File: src/rtl/uart_pkg.sv
// Shared types and constants for the oversampling UART receive path.
package uart_pkg;

    typedef enum logic [1:0] {
        PAR_NONE  = 2'b00,
        PAR_EVEN  = 2'b01,
        PAR_ODD   = 2'b10,
        PAR_SPACE = 2'b11
    } parity_e;

    typedef enum logic [2:0] {
        IDLE,
        START,
        DATA,
        PARITY,
        STOP,
        BREAK_WAIT
    } rx_state_e;

    localparam int unsigned ERR_BREAK  = 0;
    localparam int unsigned ERR_PARITY = 1;
    localparam int unsigned ERR_FRAME  = 2;

    function automatic logic maj3(input logic a, input logic b, input logic c);
        return (a & b) | (a & c) | (b & c);
    endfunction

endpackage

File: src/rtl/uart_baud_tick.sv
// Oversample tick generator: one-Clk pulse every DIV clocks, phase-restartable.
module uart_baud_tick #(
    parameter int unsigned DIV = 10
) (
    input  logic clk,
    input  logic rst_n,
    input  logic restart,
    output logic tick
);

    localparam int unsigned CW = (DIV > 1) ? $clog2(DIV) : 1;

    logic [CW-1:0] count;

    // Divider counts 0..DIV-1; restart realigns the phase to the start edge.
    always_ff @(posedge clk) begin
        if (!rst_n || restart) begin
            count <= '0;
        end else if (count == CW'(DIV - 1)) begin
            count <= '0;
        end else begin
            count <= count + 1'b1;
        end
    end

    assign tick = (count == '0);

endmodule

File: src/rtl/uart_rx_os.sv
// Oversampling UART receiver with run-time frame format and valid/ready output.
module uart_rx_os
    import uart_pkg::*;
#(
    parameter int unsigned SYSCLK_RATE   = 100000000,
    parameter int unsigned BAUD_RATE     = 9600,
    parameter int unsigned OVERSAMPLE    = 16,
    parameter int unsigned MAX_DATA_BITS = 9
) (
    input  logic                     Clk,
    input  logic                     Rst_n,
    input  logic                     Rx,
    input  logic [3:0]               Cfg_Data_Bits,
    input  logic [1:0]               Cfg_Parity,
    input  logic                     Cfg_Stop2,
    input  logic                     Cfg_Lsb_First,
    output logic [MAX_DATA_BITS-1:0] Data_Out,
    output logic                     Data_Valid,
    input  logic                     Data_Ready,
    output logic [2:0]               Rx_Error,
    output logic                     Overrun,
    input  logic                     Overrun_Clr,
    output logic                     RTS,
    output logic                     Rx_Busy
);

    localparam int unsigned DIV = SYSCLK_RATE / (BAUD_RATE * OVERSAMPLE);
    localparam int unsigned OSW = $clog2(OVERSAMPLE);
    localparam int unsigned IW  = $clog2(MAX_DATA_BITS);

    if (DIV < 1) begin : g_bad_div
        $error("uart_rx_os: SYSCLK_RATE/(BAUD_RATE*OVERSAMPLE) must be at least 1");
    end
    if (OVERSAMPLE < 8 || (OVERSAMPLE % 2) != 0) begin : g_bad_os
        $error("uart_rx_os: OVERSAMPLE must be even and at least 8");
    end
    if (MAX_DATA_BITS < 5 || MAX_DATA_BITS > 15) begin : g_bad_width
        $error("uart_rx_os: MAX_DATA_BITS must be within 5..15");
    end

    logic                     sync1, sync2, rx_prev, rx_s;
    logic                     edge_fall, restart, tick, dec, vote;
    logic [1:0]               samp;
    logic [OSW-1:0]           os_cnt;
    rx_state_e                state, state_nx;
    logic [3:0]               cfg_bits_cl, nbits, bit_idx;
    parity_e                  par_mode;
    logic                     stop2, lsb_first, stop_idx;
    logic                     par_acc, par_err, frm_err, all_zero;
    logic [MAX_DATA_BITS-1:0] shreg, word_nx;
    logic [2:0]               err_nx;
    logic [IW-1:0]            pos;
    logic                     done, brk;

    assign rx_s      = sync2;
    assign edge_fall = rx_prev & ~rx_s;
    assign restart   = (state == IDLE) && edge_fall;
    assign dec       = tick && (os_cnt == OSW'(OVERSAMPLE / 2 + 1));
    assign vote      = maj3(samp[1], samp[0], rx_s);
    assign pos       = lsb_first ? IW'(bit_idx) : IW'(nbits - 4'd1 - bit_idx);
    assign Rx_Busy   = (state != IDLE);

    uart_baud_tick #(.DIV(DIV)) u_tick (
        .clk     (Clk),
        .rst_n   (Rst_n),
        .restart (restart),
        .tick    (tick)
    );

    // Clamp the requested data length into the supported range.
    always_comb begin
        cfg_bits_cl = Cfg_Data_Bits;
        if (Cfg_Data_Bits < 4'd5) begin
            cfg_bits_cl = 4'd5;
        end else if (Cfg_Data_Bits > 4'(MAX_DATA_BITS)) begin
            cfg_bits_cl = 4'(MAX_DATA_BITS);
        end
    end

    // Next-state decode plus the completed word and its error flags.
    always_comb begin
        state_nx = state;
        done     = 1'b0;
        brk      = 1'b0;
        word_nx  = shreg;
        err_nx   = '0;
        unique case (state)
            IDLE:   if (edge_fall) state_nx = START;
            START:  if (dec) state_nx = vote ? IDLE : DATA;
            DATA:   if (dec && bit_idx == nbits - 4'd1)
                        state_nx = (par_mode == PAR_NONE) ? STOP : PARITY;
            PARITY: if (dec) state_nx = STOP;
            STOP: begin
                if (dec) begin
                    if (!stop_idx && all_zero && !vote) begin
                        done     = 1'b1;
                        brk      = 1'b1;
                        state_nx = BREAK_WAIT;
                    end else if (stop_idx == stop2) begin
                        done     = 1'b1;
                        state_nx = IDLE;
                    end
                end
            end
            BREAK_WAIT: if (tick && rx_s && os_cnt == OSW'(OVERSAMPLE - 1)) state_nx = IDLE;
            default: state_nx = IDLE;
        endcase
        if (brk) begin
            word_nx           = '0;
            err_nx[ERR_BREAK] = 1'b1;
        end else begin
            err_nx[ERR_PARITY] = par_err;
            err_nx[ERR_FRAME]  = frm_err | ~vote;
        end
    end

    // Synchroniser, sample counter, mid-bit samples and frame accumulation.
    always_ff @(posedge Clk) begin
        if (!Rst_n) begin
            sync1     <= 1'b1;
            sync2     <= 1'b1;
            rx_prev   <= 1'b1;
            samp      <= '1;
            os_cnt    <= '0;
            state     <= IDLE;
            nbits     <= 4'd8;
            par_mode  <= PAR_NONE;
            stop2     <= 1'b0;
            lsb_first <= 1'b0;
            bit_idx   <= '0;
            shreg     <= '0;
            par_acc   <= 1'b0;
            par_err   <= 1'b0;
            frm_err   <= 1'b0;
            all_zero  <= 1'b1;
            stop_idx  <= 1'b0;
        end else begin
            sync1   <= Rx;
            sync2   <= sync1;
            rx_prev <= sync2;
            state   <= state_nx;
            if (restart) begin
                os_cnt    <= '0;
                nbits     <= cfg_bits_cl;
                par_mode  <= parity_e'(Cfg_Parity);
                stop2     <= Cfg_Stop2;
                lsb_first <= Cfg_Lsb_First;
                bit_idx   <= '0;
                shreg     <= '0;
                par_acc   <= 1'b0;
                par_err   <= 1'b0;
                frm_err   <= 1'b0;
                all_zero  <= 1'b1;
                stop_idx  <= 1'b0;
            end else if (state == BREAK_WAIT) begin
                if (tick) os_cnt <= rx_s ? os_cnt + 1'b1 : '0;
            end else if (tick) begin
                os_cnt <= (os_cnt == OSW'(OVERSAMPLE - 1)) ? '0 : os_cnt + 1'b1;
                if (os_cnt == OSW'(OVERSAMPLE / 2 - 1)) samp[1] <= rx_s;
                if (os_cnt == OSW'(OVERSAMPLE / 2))     samp[0] <= rx_s;
            end
            if (dec) begin
                unique case (state)
                    DATA: begin
                        shreg[pos] <= vote;
                        par_acc    <= par_acc ^ vote;
                        all_zero   <= all_zero & ~vote;
                        bit_idx    <= bit_idx + 4'd1;
                    end
                    PARITY: begin
                        all_zero <= all_zero & ~vote;
                        unique case (par_mode)
                            PAR_EVEN:  par_err <= par_acc ^ vote;
                            PAR_ODD:   par_err <= ~(par_acc ^ vote);
                            PAR_SPACE: par_err <= vote;
                            default:   par_err <= 1'b0;
                        endcase
                    end
                    STOP: begin
                        frm_err  <= frm_err | ~vote;
                        stop_idx <= 1'b1;
                    end
                    default: ;
                endcase
            end
            // Break hold-off counts high ticks from zero, overriding the bit-phase count.
            if (brk) os_cnt <= '0;
        end
    end

    // Output word register, handshake, sticky overrun and registered RTS.
    always_ff @(posedge Clk) begin
        if (!Rst_n) begin
            Data_Out   <= '0;
            Data_Valid <= 1'b0;
            Rx_Error   <= '0;
            Overrun    <= 1'b0;
            RTS        <= 1'b1;
        end else begin
            RTS <= !(Data_Valid && !Data_Ready) && (state != BREAK_WAIT);
            if (done && (!Data_Valid || Data_Ready)) begin
                Data_Out   <= word_nx;
                Rx_Error   <= err_nx;
                Data_Valid <= 1'b1;
            end else if (Data_Valid && Data_Ready) begin
                Data_Valid <= 1'b0;
                Rx_Error   <= '0;
            end
            if (done && Data_Valid && !Data_Ready) begin
                Overrun <= 1'b1;
            end else if (Overrun_Clr) begin
                Overrun <= 1'b0;
            end
        end
    end

endmodule
File: config.mk
export PLATFORM = sky130hd
export DESIGN_NAME = uart_rx_os
export DESIGN_NICKNAME = d
export VERILOG_FILES = /design/src/rtl/uart_pkg.sv /design/src/rtl/uart_baud_tick.sv /design/src/rtl/uart_rx_os.sv
export SDC_FILE = /design/constraint.sdc
export NUM_CORES = 1
export LEC_CHECK = 0
export ABC_AREA = 0
export BUFFER_PORTS_ARGS = -buffer_cell sky130_fd_sc_hd__buf_2
export CORE_MARGIN = 2
export CORE_UTILIZATION = 63
export CTS_BUF_LIST = sky130_fd_sc_hd__clkbuf_8
export CTS_CLUSTER_SIZE = 10
export DETAILED_ROUTE_END_ITERATION = 10
export PLACE_DENSITY = 0.88
export SYNTH_ARGS = -nofsm -noshare
export SYNTH_HDL_FRONTEND = slang
export SYNTH_SLANG_ARGS = --single-unit
File: constraint.sdc
create_clock -name Clk -period 4.3 [get_ports Clk]
set_clock_uncertainty 0.05 [all_clocks]
set_input_delay 0.43 -clock Clk [delete_from_list [all_inputs] [get_ports Clk]]
set_output_delay 0.43 -clock Clk [all_outputs]
set_load 0.05 [all_outputs]
[Yosys cells after proc, flatten, opt, wreduce, memory -nomap -nowiden]
Cells that the tools add are included.
Storage, ports and cells
  memories: 0
  bits in read-only memories: 0
  output and inout port bits: 16
  bits of input ports: 13
  bits in writable memories: 0
  latch bits: 0
  logic and storage cells: 166
  flip-flop bits (word level): 63
Operators by class
  multiplexer cells: 61
  order comparisons: 4
  divide/modulo/power cells: 0
  $mul: 0
  bitwise gates (word level): 15
  shifts and indexed selects: 0
  equal/unequal tests: 23
  add/sub/neg operators: 5
  reductions and logical operators: 34
Operator list (count)
  9-bit two-way mux: 5
  4-bit two-way mux: 11
  3-bit two-way mux: 11
  1-bit two-way mux: 28
  3-bit case mux with 6 select lines: 1
  1-bit logical AND: 14
  4-bit equality test (second input constant): 3
  2-bit != test (second input constant): 6
  10-bit by 1-bit adder with 10-bit output (second input constant): 1
  10-bit equality test (second input constant): 1
  10-bit logical NOT: 1
  9-bit bitwise mux: 1
  4-bit by 1-bit adder with 4-bit output (second input constant): 2
  4-bit AND reduction: 2
  7-bit AND reduction: 1
  3-bit by 2-bit equality test with 1-bit output (second input constant): 2
  3-bit equality test (second input constant): 2
  1-bit logical NOT: 6
  3-bit != test (second input constant): 2
  1-bit inverter: 6
  1-bit bitwise AND: 5
  4-bit by 5-bit less-than comparator with 1-bit output (second input constant): 1
  1-bit demux with 4-bit select: 1
  2-bit equality test (second input constant): 2
  21 further kinds: 27

[Depth between registers and ports, before layout]
  depth in word-level cells: 11
  depth in mapped cells: 10
  gate-level depth less buffers: 10

[By module]
From an unflattened synthesis, not the netlist that was laid out.
Unflattened totals
  cells, all modules: 375
  area, all modules: 3159.3 um2
By module, submodules not included
  uart_rx_os: sequential area each 1061.0 um2, area an instance 2678.8 um2, instances 1, cells an instance 322
  uart_baud_tick: sequential area each 200.2 um2, area an instance 480.5 um2, instances 1, cells an instance 53

[Worst setup path after synthesis]
No wires, ideal clock.
  path type: reg-to-reg
  start: reg u_tick.count[0]
  end: reg shreg[8]
  setup time: 0.073 ns
  required time: 4.177 ns
  path buffers: 1
  path slack: 1.815 ns
  period minus slack after synthesis: 2.485 ns
  cell stages (with the launch flop): 10
  arrival time: 2.362 ns
  cells stage by stage: dfxtp_1 inv_1 ha_1 or4b_2 nor4_4 and3_1 buf_6 nand4_2 nor3_1 mux2i_1
On the way
  cells in the longest elaborated chain, start to end: 3
RTL lines
  start: declaration: RTL line uart_baud_tick.sv:13  | logic [CW-1:0] count;
  start signal: assignment: RTL line uart_baud_tick.sv:22  | count <= count + 1'b1;
  10-bit logical NOT: RTL line uart_baud_tick.sv:26  | assign tick = (count == '0);
  1-bit logical AND: RTL line uart_rx_os.sv:58  | assign dec = tick && (os_cnt == OSW'(OVERSAMPLE / 2 + 1));
  9-bit two-way mux: RTL line uart_rx_os.sv:162  | if (dec) begin
  end signal: indexed assignment: RTL line uart_rx_os.sv:165  | shreg[pos] <= vote;
  end: declaration: RTL line uart_rx_os.sv:50  | logic [MAX_DATA_BITS-1:0] shreg, word_nx;
No other way between the ends.
A chain may end at the register's enable or synchronous reset.

[Worst setup path after layout]
Ends and elaborated chain as after synthesis.

==> run_results.csv <==
group,metric,value,unit
routing,wl_met2,3.24,mm
power,swShare,0.284,
place,gp_congestion,0.895,
clock_network,ctsHoldBuffers,0,
sta,max_slew.worst_pin.slew,1.08,ns
critical_path,cp.arrival,3.10,ns
sta,hold_viol,0,
synth,seq_area_frac_synth,0.410,
sta,hold_ws,0.221,ns
synth,netlist_instances,350,
global_routing,antenna_found_initial,0,
routing,wl_per_cell,14.2,um
floorplan,die_height,73.9,um
critical_path,worst-path-max-fanout,9,
critical_path,critPathRequiredTime,4.53,ns
synth,synth_cell_types,57,
synth,yosysTopAreaCell,"dfxtp_1",
sta,post-route-period-util,0.667,
clock_network,h-tree-depth,3,
critical_path,r2r_cells,8,
sta,fin_tns_setup,0,ns
clock_network,cts_tree,"done",
clock_network,insertion_delay,0.35,ns
finish,final_nets,399,
synth,ys.flop_type,"dfxtp_1",
global_routing,grt_pass1_vias,2499,
synth,synth_common_cells,"dfxtp_1 (63), nand2_1 (40), nor2_1 (33), inv_1 (18), a21oi_1 (17)",
routing,vias,2578,
sta,setup_viol,0,
floorplan,die_area,5460,sq um
synth,synth_edf_count,0,
routing,drt-total-wl,6.32,mm
routing,m1WireLength,2.72,mm
finish,drive_above_1_share,0.156,
critical_path,worstSetupEndpoint,"shreg[8]$_SDFF_PN0_",
clock_network,post_cts_resized,0,
run_status,outcome,"finished, final reports clean",
power,power.share.combinational,0.106,
sta,slew_headroom,0.274,
power,p_seq_frac,0.515,
routing,dr.pass1.iters,5,
floorplan,core_area,4720,sq um
global_routing,grt.total_usage,0.263,
floorplan,rows,25,
routing,top_layer_used,"met4",
synth,yosys_register_bits,63,
global_routing,grt_pass1_wl,11.0,mm
finish,stdcell_count,446,
hold_path,hold_path.class,"input pin to register",
synth,synth.net_count,375,
critical_path,r2r-start,"u_tick.count[0]$_SDFF_PP0_",
routing,drtIter0Drc,183,
routing,wl_met3,219,um
floorplan,die_w,73.9,um
critical_path,startpoint,"u_tick.count[0]$_SDFF_PP0_",
sta,clock.fmax,349,MHz
synth,ys_top_cells_by_area,"dfxtp_1 (41%), mux2i_1 (4.9%), nand2_1 (4.9%), ha_1 (4.5%), nor2_1 (4.0%)",
synth,netlist_area,3080,sq um
sta,rsz0062_at_grt,"false",
floorplan,ioPinCount,29,
critical_path,r2r_slack,1.43,ns
routing,viasPerCell,5.78,
synth,async_flop_share,0,
run,maxCapViolations,0,
finish,diodes,0,
clock_network,clockBufferDepth,2,
place,dp_hpwl,4.63,mm
critical_path,critPathLaunchType,"register",
critical_path,r2r-end,"shreg[8]$_SDFF_PN0_",
routing,drcViolationCount,0,
power,ir_worst_vdd,0.269,mV
finish,fillerInstances,369,
clock_network,cts_root_buf,"clkbuf_8",
sta,period_needed,2.87,ns
power,p_per_area,347,nW/um^2
power,power,1190,uW
power,power.internal,849,uW
global_routing,grt_max_degree,22,
sta,maxSlewViolCount,0,
critical_path,crit_type,"register to register",
clock_network,cts_setup_buffers,0,
synth,yosysTopAreaCellShare,0.410,
clock_network,numClockSinks,63,
place,place_inst,430,
place,portBuffers,28,
floorplan,start_util,0.652,
synth,yosysMostFrequentCell,"dfxtp_1",
clock_network,cts-buffers-inserted,9,
power,pwr-share-clk,0.379,
clock_network,clkTransAtPathRegs,0.08,ns
routing,postRouteAntennaNets,0,
global_routing,grt_remaining_overflow,0,
synth,synth_area_per_cell,8.80,sq um
power,power.switching,337,uW
finish,area_growth,11.0,%
power,power.leakage,0.00140,uW
synth,ys_warn_count,0,
critical_path,cp-end-kind,"register",
==> flip-flops by register name, indices dropped and copies added (netlist names), 2 cells and up <==
name and count:
os_cnt 4, Data_Out 9, samp 2, bit_idx 4, state 3, u_tick.count 10, nbits 4, Rx_Error 3
par_mode 2, shreg 9
==> per-layer routing <==
layer / vias up / global-route usage
li1: 1292 / -
met1: 1224 / 0.308
met2: 46 / 0.456
met3: 16 / 0.0412
met4: 0 / 0.147
met5: - / 0
==> worst max-delay path: stages, from the launching register on <==
cell     delay [ns]
dfxtp_1        0.34
inv_1          0.09
ha_1           0.15
or4b_2         0.66
nor4_4         0.52
and3_1         0.44
nand4_2        0.13
nor3_1         0.20
mux2i_1        0.21
==> cell families after synthesis <==
logic type,count (synthesis),share of synthesized area
AND/OR/NAND/NOR,149,0.258
flip-flops,63,0.410
AO/OA/AOI/OAI,60,0.136
buffers and inverters,34,0.0455
multiplexers,18,0.0597
XOR/XNOR,13,0.0370
adder cells (fa/ha/maj),13,0.0544
==> layout make-up <==
type	instances	area, sq um	area share
clock inverters	7	50.0	0.0146
multi-input cells	253	1680	0.493
inverters	18	67.6	0.0198
repair buffers	29	148	0.0432
flip-flops and latches	63	1260	0.369
clock buffers	9	124	0.0362
well taps	67	83.8	0.0245
==> cell usage in the layout (no fill, tap or decap), types with 2 or more instances in the layout <==
cell	synthesis	layout
o41ai_1	2	2
nor3b_1	3	3
xor2_1	8	8
nor3_1	8	8
buf_2	1	28
clkbuf_8	0	9
dfxtp_1	63	63
xnor2_1	5	5
nor4_1	6	5
nand2_1	40	40
mux2i_1	15	15
a22o_1	9	9
or3_1	3	3
a21oi_1	17	17
nor2b_1	3	3
nor2_1	33	33
a21boi_0	3	3
a22oi_1	2	2
nand4_1	8	8
clkinvlp_4	0	3
nand3b_1	2	2
o21ai_0	8	8
a21o_1	3	3
o31a_1	2	2
inv_1	18	18
nand3_2	2	2
nand2b_1	9	9
ha_1	11	11
mux2_2	3	3
or4_1	4	4
a31oi_1	2	2
and3b_1	2	2
a32o_1	2	2
and3_1	4	4
nand3_1	13	13
clkinv_4	0	2
clkinv_2	0	2
==> through the flow <==
step / worst slack, ns / area [sq um] / utilization
finish: 1.43 / 3420 / 0.724
global route: 1.24 / 3420 / 0.724
CTS: 1.45 / 3420 / 0.724
floorplan: 1.81 / 3080 / -
detailed placement: 1.48 / 3240 / 0.687
global placement: 1.61 / 3240 / 0.687
==> how the worst min path moves through the flow <==
stage                      from          endpoint  slack (ns)  cells after the start
2_1_floorplan  sync1$_SDFF_PN1_   rx_s$_SDFF_PN1_        0.34                      1
3_3_place_gp   sync1$_SDFF_PN1_   rx_s$_SDFF_PN1_        0.34                      1
3_5_place_dp   sync1$_SDFF_PN1_   rx_s$_SDFF_PN1_        0.34                      1
4_1_cts                      Rx  sync1$_SDFF_PN1_        0.21                      2
5_1_grt                      Rx  sync1$_SDFF_PN1_        0.21                      2
6_report                     Rx  sync1$_SDFF_PN1_        0.22                      2
==> power groups by stage <==
stage          Sequential [uW]  Combinational, uW  Clock [uW]
2_1_floorplan              616                101           0
4_1_cts                    611                125         454
3_5_place_dp               624                125           0
3_3_place_gp               623                120           0
5_1_grt                    613                141         481
6_report                   611                126         449
No activity file was read; power rests on OpenSTA's default activity.
